<file path="config.mk">
export PLATFORM = sky130hd
export DESIGN_NAME = output_streamer
export DESIGN_NICKNAME = d
export VERILOG_FILES = /design/src/rtl/output_streamer_pkg.sv /design/src/rtl/output_streamer_stream_shift_reg.sv /design/src/rtl/output_streamer.sv
export SDC_FILE = /design/constraint.sdc
export NUM_CORES = 1
export LEC_CHECK = 0
export CAP_MARGIN = 25
export CORE_UTILIZATION = 53
export CTS_BUF_LIST = sky130_fd_sc_hd__clkbuf_8
export CTS_CLUSTER_DIAMETER = 50
export CTS_CLUSTER_SIZE = 10
export DETAILED_ROUTE_END_ITERATION = 7
export PLACE_DENSITY = 0.82
export SLEW_MARGIN = 20
export SYNTH_ARGS = -nofsm -noshare
export SYNTH_HDL_FRONTEND = slang
export SYNTH_HIERARCHICAL = 1
export SYNTH_SLANG_ARGS = --single-unit
</file>
<file path="constraint.sdc">
create_clock -name clk -period 2.45 [get_ports clk]
set_input_delay 0.49 -clock clk [delete_from_list [all_inputs] [get_ports clk]]
set_output_delay 0.49 -clock clk [all_outputs]
set_load 0.1 [all_outputs]
</file>
<file path="src/rtl/output_streamer_pkg.sv">
// -----------------------------------------------------------------------------
// output_streamer_pkg
// Shared types and helpers for the output_streamer nibble serializer.
//   state_t     : FSM encoding (TRAIL exists only when the checksum trailer
//                 is built in, i.e. when OUTPUT_STREAMER_CHECKSUM_EN is defined)
//   OUT_MODE_W  : width of the frame tag carried in out_byte[7:5]
//   OUT_NIB_W   : width of the data nibble carried in out_byte[3:0]
//   VALID_BIT   : position of the valid flag inside out_byte
//   make_frame  : packs {mode, valid=1, nibble} into one output byte
// -----------------------------------------------------------------------------
package output_streamer_pkg;

   localparam int OUT_MODE_W = 3;
   localparam int OUT_NIB_W  = 4;
   localparam int VALID_BIT  = 4;

   typedef enum logic [1:0] {
      ST_IDLE  = 2'd0,
      ST_SEND  = 2'd1,
`ifdef OUTPUT_STREAMER_CHECKSUM_EN
      ST_TRAIL = 2'd2,
`endif
      ST_LAST  = 2'd3
   } state_t;

   function automatic logic [7:0] make_frame(input logic [OUT_MODE_W-1:0] mode,
                                             input logic [OUT_NIB_W-1:0]  nibble);
      logic [7:0] b;
      b                 = '0;
      b[7:5]            = mode;
      b[VALID_BIT]      = 1'b1;
      b[OUT_NIB_W-1:0]  = nibble;
      return b;
   endfunction

endpackage

</file>
<file path="src/rtl/output_streamer_stream_shift_reg.sv">
// -----------------------------------------------------------------------------
// stream_shift_reg
// Parallel-load shift register that feeds the serializer one nibble at a time.
//   clk        in   clock, rising edge
//   rst_n      in   synchronous active-low reset (clears the register)
//   load       in   capture load_data (wins over advance)
//   advance    in   shift left by one nibble, zero filled
//   load_data  in   WIDTH-bit parallel image, first nibble in the top bits
//   top_nibble out  most significant nibble of the register
// -----------------------------------------------------------------------------
module stream_shift_reg
   import output_streamer_pkg::*;
#(
   parameter int WIDTH = 64
) (
   input  logic                 clk,
   input  logic                 rst_n,
   input  logic                 load,
   input  logic                 advance,
   input  logic [WIDTH-1:0]     load_data,
   output logic [OUT_NIB_W-1:0] top_nibble
);

   logic [WIDTH-1:0] sr;

   always_ff @(posedge clk) begin
      if (!rst_n) begin
         sr <= '0;
      end else if (load) begin
         sr <= load_data;
      end else if (advance) begin
         // Shift operator rather than a slice so WIDTH=4 stays legal.
         sr <= sr << OUT_NIB_W;
      end
   end

   assign top_nibble = sr[WIDTH-1 -: OUT_NIB_W];

endmodule

</file>
<file path="src/rtl/output_streamer.sv">
// -----------------------------------------------------------------------------
// output_streamer
// Captures N_WORDS words of W bits on a start request and streams them as
// framed bytes, word 0 first, most significant nibble first.
// Optional checksum trailer enabled by defining OUTPUT_STREAMER_CHECKSUM_EN:
// the frame then ends with {mode, 1, XOR of all nibbles}.
//
// Ports
//   clk       in   clock, rising edge
//   rst_n     in   synchronous active-low reset
//   ena       in   clock enable for start acceptance and stream advance
//   start     in   frame request, honoured only in IDLE with ena=1
//   abort     in   cancel current frame at the next edge (ignores ena)
//   mode      in   3-bit frame tag, captured at start
//   words     in   N_WORDS*W bits, word i at [i*W +: W]
//   busy      out  high while a frame is in progress
//   done      out  one-cycle pulse after a normally completed frame
//   out_byte  out  {mode, valid, nibble} while streaming, 0x00 otherwise
//
// Handshake: there is no back-pressure. A request is taken when start=1,
// ena=1, abort=0 and busy=0 at a rising edge; requests while busy are dropped.
// -----------------------------------------------------------------------------
module output_streamer
   import output_streamer_pkg::*;
#(
   parameter int W       = 32,
   parameter int N_WORDS = 2
) (
   input  logic                   clk,
   input  logic                   rst_n,
   input  logic                   ena,
   input  logic                   start,
   input  logic                   abort,
   input  logic [OUT_MODE_W-1:0]  mode,
   input  logic [N_WORDS*W-1:0]   words,
   output logic                   busy,
   output logic                   done,
   output logic [7:0]             out_byte
);

   localparam int WIDTH = N_WORDS * W;
   localparam int NN    = WIDTH / OUT_NIB_W;
   localparam int CNT_W = $clog2(NN + 1);

   state_t                 state;
   logic [OUT_MODE_W-1:0]  cur_mode;
   logic [CNT_W-1:0]       cnt;
   logic [WIDTH-1:0]       load_data;
   logic [OUT_NIB_W-1:0]   top_nibble;
   logic                   load;
   logic                   advance;
`ifdef OUTPUT_STREAMER_CHECKSUM_EN
   logic [OUT_NIB_W-1:0]   csum;
`endif

   // Word 0 must leave first, so it is placed in the top bits of the image.
   always_comb begin
      load_data = '0;
      for (int i = 0; i < N_WORDS; i++) begin
         load_data[(N_WORDS-1-i)*W +: W] = words[i*W +: W];
      end
   end

   assign load    = ena && !abort && start && (state == ST_IDLE);
   assign advance = ena && !abort && (state == ST_SEND);

   stream_shift_reg #(.WIDTH(WIDTH)) u_shift (
      .clk        (clk),
      .rst_n      (rst_n),
      .load       (load),
      .advance    (advance),
      .load_data  (load_data),
      .top_nibble (top_nibble)
   );

   always_ff @(posedge clk) begin
      if (!rst_n) begin
         state    <= ST_IDLE;
         cur_mode <= '0;
         cnt      <= '0;
         done     <= 1'b0;
         out_byte <= 8'h00;
`ifdef OUTPUT_STREAMER_CHECKSUM_EN
         csum     <= '0;
`endif
      end else if (abort) begin
         state    <= ST_IDLE;
         done     <= 1'b0;
         out_byte <= 8'h00;
      end else if (!ena) begin
         // Everything holds; only the done pulse is suppressed.
         done <= 1'b0;
      end else begin
         done <= 1'b0;
         case (state)
            ST_IDLE: begin
               out_byte <= 8'h00;
               if (start) begin
                  cur_mode <= mode;
                  cnt      <= CNT_W'(NN);
`ifdef OUTPUT_STREAMER_CHECKSUM_EN
                  csum     <= '0;
`endif
                  state    <= ST_SEND;
               end
            end
            ST_SEND: begin
               out_byte <= make_frame(cur_mode, top_nibble);
               cnt      <= cnt - CNT_W'(1);
`ifdef OUTPUT_STREAMER_CHECKSUM_EN
               csum     <= csum ^ top_nibble;
               if (cnt == CNT_W'(1)) state <= ST_TRAIL;
`else
               if (cnt == CNT_W'(1)) state <= ST_LAST;
`endif
            end
`ifdef OUTPUT_STREAMER_CHECKSUM_EN
            ST_TRAIL: begin
               out_byte <= make_frame(cur_mode, csum);
               state    <= ST_LAST;
            end
`endif
            ST_LAST: begin
               out_byte <= 8'h00;
               done     <= 1'b1;
               state    <= ST_IDLE;
            end
            default: begin
               out_byte <= 8'h00;
               state    <= ST_IDLE;
            end
         endcase
      end
   end

   assign busy = (state != ST_IDLE);

endmodule

</file>
==> results.py <==
metrics = {
    "placed_design": {
        "place_worst_setup_slack_ns": 0.0977,
        "routabilityCongestion": 0.827,
        "hpwl_um": 5390,
        "placed_area_um2": 4950,
        "dpl.cell_count": 540,
        "port-buffer-count": 81,
    },
    "sta": {
        "min_period_ns": 2.01,
        "clock.fmax_ghz": 0.497,
        "finalCritPeriodShare": 0.821,
        "maxSlewHeadroom": 0.552,
        "setup_ws_ns": 0.438,
        "setup_violations": 0,
        "whs_ns": 0.492,
        "hold_viol": 0,
        "tightestPinTransition_ns": 0.671,
        "tns_ns": 0,
        "fin_skew_ns": 0.00576,
        "rsz0062_at_grt": "false",
        "drv_slew": 0,
    },
    "die": {
        "ios": 82,
        "die_y_um": 90.1,
        "coreArea_um2": 7370,
        "num_rows": 31,
        "dieArea_um2": 8120,
        "die-width_um": 90.1,
        "initial_core_util": 0.558,
    },
    "clocking": {
        "clk_pin_slew_ns": 0.07,
        "cts_buffer_depth": 2,
        "cts_tree": "done",
        "ctsRootBufferMaster": "clkbuf_8",
        "post_cts_buffers": 0,
        "clock_latency_ns": 0.33,
        "numCtsBuffers": 9,
        "cts-hold-fix-buffers": 0,
        "cts_resized": 0,
        "cts_sinks": 83,
        "cts-htree-levels": 3,
    },
    "detailed_routing": {
        "routed_wirelength_um": 7790,
        "first_pass_iters": 6,
        "vias": 3023,
        "wl_per_cell_um": 14.1,
        "drc": 0,
        "dr.first_iter.drc_count": 111,
        "drtAntennaViolNets": 0,
        "via_per_inst": 5.47,
    },
    "synth": {
        "synth_nets": 456,
        "yosys.area.top_type": "dfxtp_1",
        "avgSynthCellArea_um2": 10.8,
        "synth_cell_types": 35,
        "syn_inst": 382,
        "synth_warnings": 6,
        "synth_area_leaders": "dfxtp_1, mux2_2, o211a_1",
        "synth_top_area_share": 0.404,
        "synth-seq-cells": 83,
        "seq_area_frac_synth": 0.404,
        "syn_area_um2": 4120,
    },
    "pwr": {
        "peakVddDrop_v": 0.000237,
        "cellPowerDensity_nw_per_um2": 508,
        "p_total_mw": 2.59,
        "leakage_nw": 2.57,
    },
    "worst_setup_path": {
        "start_kind": "primary input",
        "crit_fanout": 54,
        "end_kind": "register",
        "path_class": "in2reg",
        "cp_data_required_time_ns": 2.68,
        "cp.arrival_ns": 2.24,
        "rr_worst_depth": 5,
    },
    "job": {
        "drv_cap": 0,
    },
    "global_route": {
        "grt_max_degree": 68,
        "antenna_found_initial": 0,
        "grt_usage": 0.194,
        "grt_pass1_vias": 2913,
        "grt-ovfl-total": 0,
        "grt_pass1_wl_um": 13000,
    },
    "min_path": {
        "min_path_type": "reg2reg",
        "hold_depth": 2,
    },
    "layout": {
        "fin_util": 0.692,
        "nets": 526,
        "nFillCells": 566,
        "fin_area_um2": 5100,
        "drive_gt1_frac": 0.225,
        "n_antenna_cell": 0,
        "final_cell_count_no_fill": 553,
        "syn_to_final_growth_pct": 23.8,
    },
    "outcome": {
        "status": "complete, no violations",
    },
}
==> sequential cells by signal (all words and copies together), names as in the netlist <==
signal	count
u_shift/sr	64
cur_mode	3
state	2
cnt	5
done	1
out_byte	8
==> worst max-delay path, cell delays in order <==
cell and delay, ns:
clkdlybuf4s50_1 0.50, or3b_4 0.42, nor2_4 0.18, buf_12 0.24, or2b_1 0.26, o211a_1 0.12
==> cell type report <==
type / instances / area, um^2 / area share
Timing Repair Buffer: 97 / 951 / 0.187
Clock inverter: 3 / 11.3 / 0.00221
Tap cell: 99 / 124 / 0.0243
Inverter: 5 / 18.8 / 0.00368
Sequential cell: 83 / 1660 / 0.326
Multi-Input combinational cell: 256 / 2190 / 0.430
Clock buffer: 10 / 138 / 0.0270
==> power by group <==
group / switching (mW) / internal (mW)
Clock: 0.427 / 0.369
Combinational: 0.127 / 0.228
Sequential: 0.0312 / 1.41
Total: 0.585 / 2.01
==> worst paths after layout <==
| kind | to | start | slack (ns) |
|---|---|---|---|
| worst max-delay path | u_shift/sr[33] | ena | 0.44 |
| worst min-delay path | cur_mode[0] | cur_mode[0] | 0.49 |
| worst max register to register | u_shift/sr[34] | state[0] | 0.54 |
| worst min register to register | cur_mode[0] | cur_mode[0] | 0.49 |
==> cells in the final DEF, fill, tap and decap left out, drive strengths merged, types with 3 or more instances in the layout <==
cell,instances
nand3,4
mux2,60
or2b,35
clkdlybuf4s50,70
nand2,5
or3b,5
a21boi,4
a22oi,7
dfxtp,83
nand2b,28
o21ai,6
o211a,60
nor2,11
inv,7
or4,3
clkbuf,10
buf,27
a21oi,10
==> synth_stat cells (all sizes together) <==
cell,instances
nor2,11
o31a,2
and3b,1
mux2,60
nand4b,2
o31ai,2
buf,21
dfxtp,83
nand2,5
or2,1
a21oi,10
or3b,5
nand2b,28
nor3b,1
nor2b,2
a22oi,7
clkbuf,17
or4,3
o211a,60
or4b,2
a211oi,1
or2b,35
o21ai,6
ha,2
clkinv,1
or3,1
nand3,4
a21boi,4
inv,4
nor4,1
==> metal layers <==
metal  share of wire  global-route usage
met1            0.47               0.253
met2            0.48               0.314
met3           0.039              0.0338
met4           0.015              0.0833
met5               0                   0
==> logic make-up (layout without fill, tap and decap cells) <==
kind of cell	Yosys count	count (layout)	share of synthesized area
simple gates	102	102	0.164
mux	60	60	0.164
flops	83	83	0.404
compound gates	92	92	0.195
buf+inv	43	115	0.0672
fa+ha+maj	2	2	0.00608
Note: power is estimated with default switching activity, not from simulation.
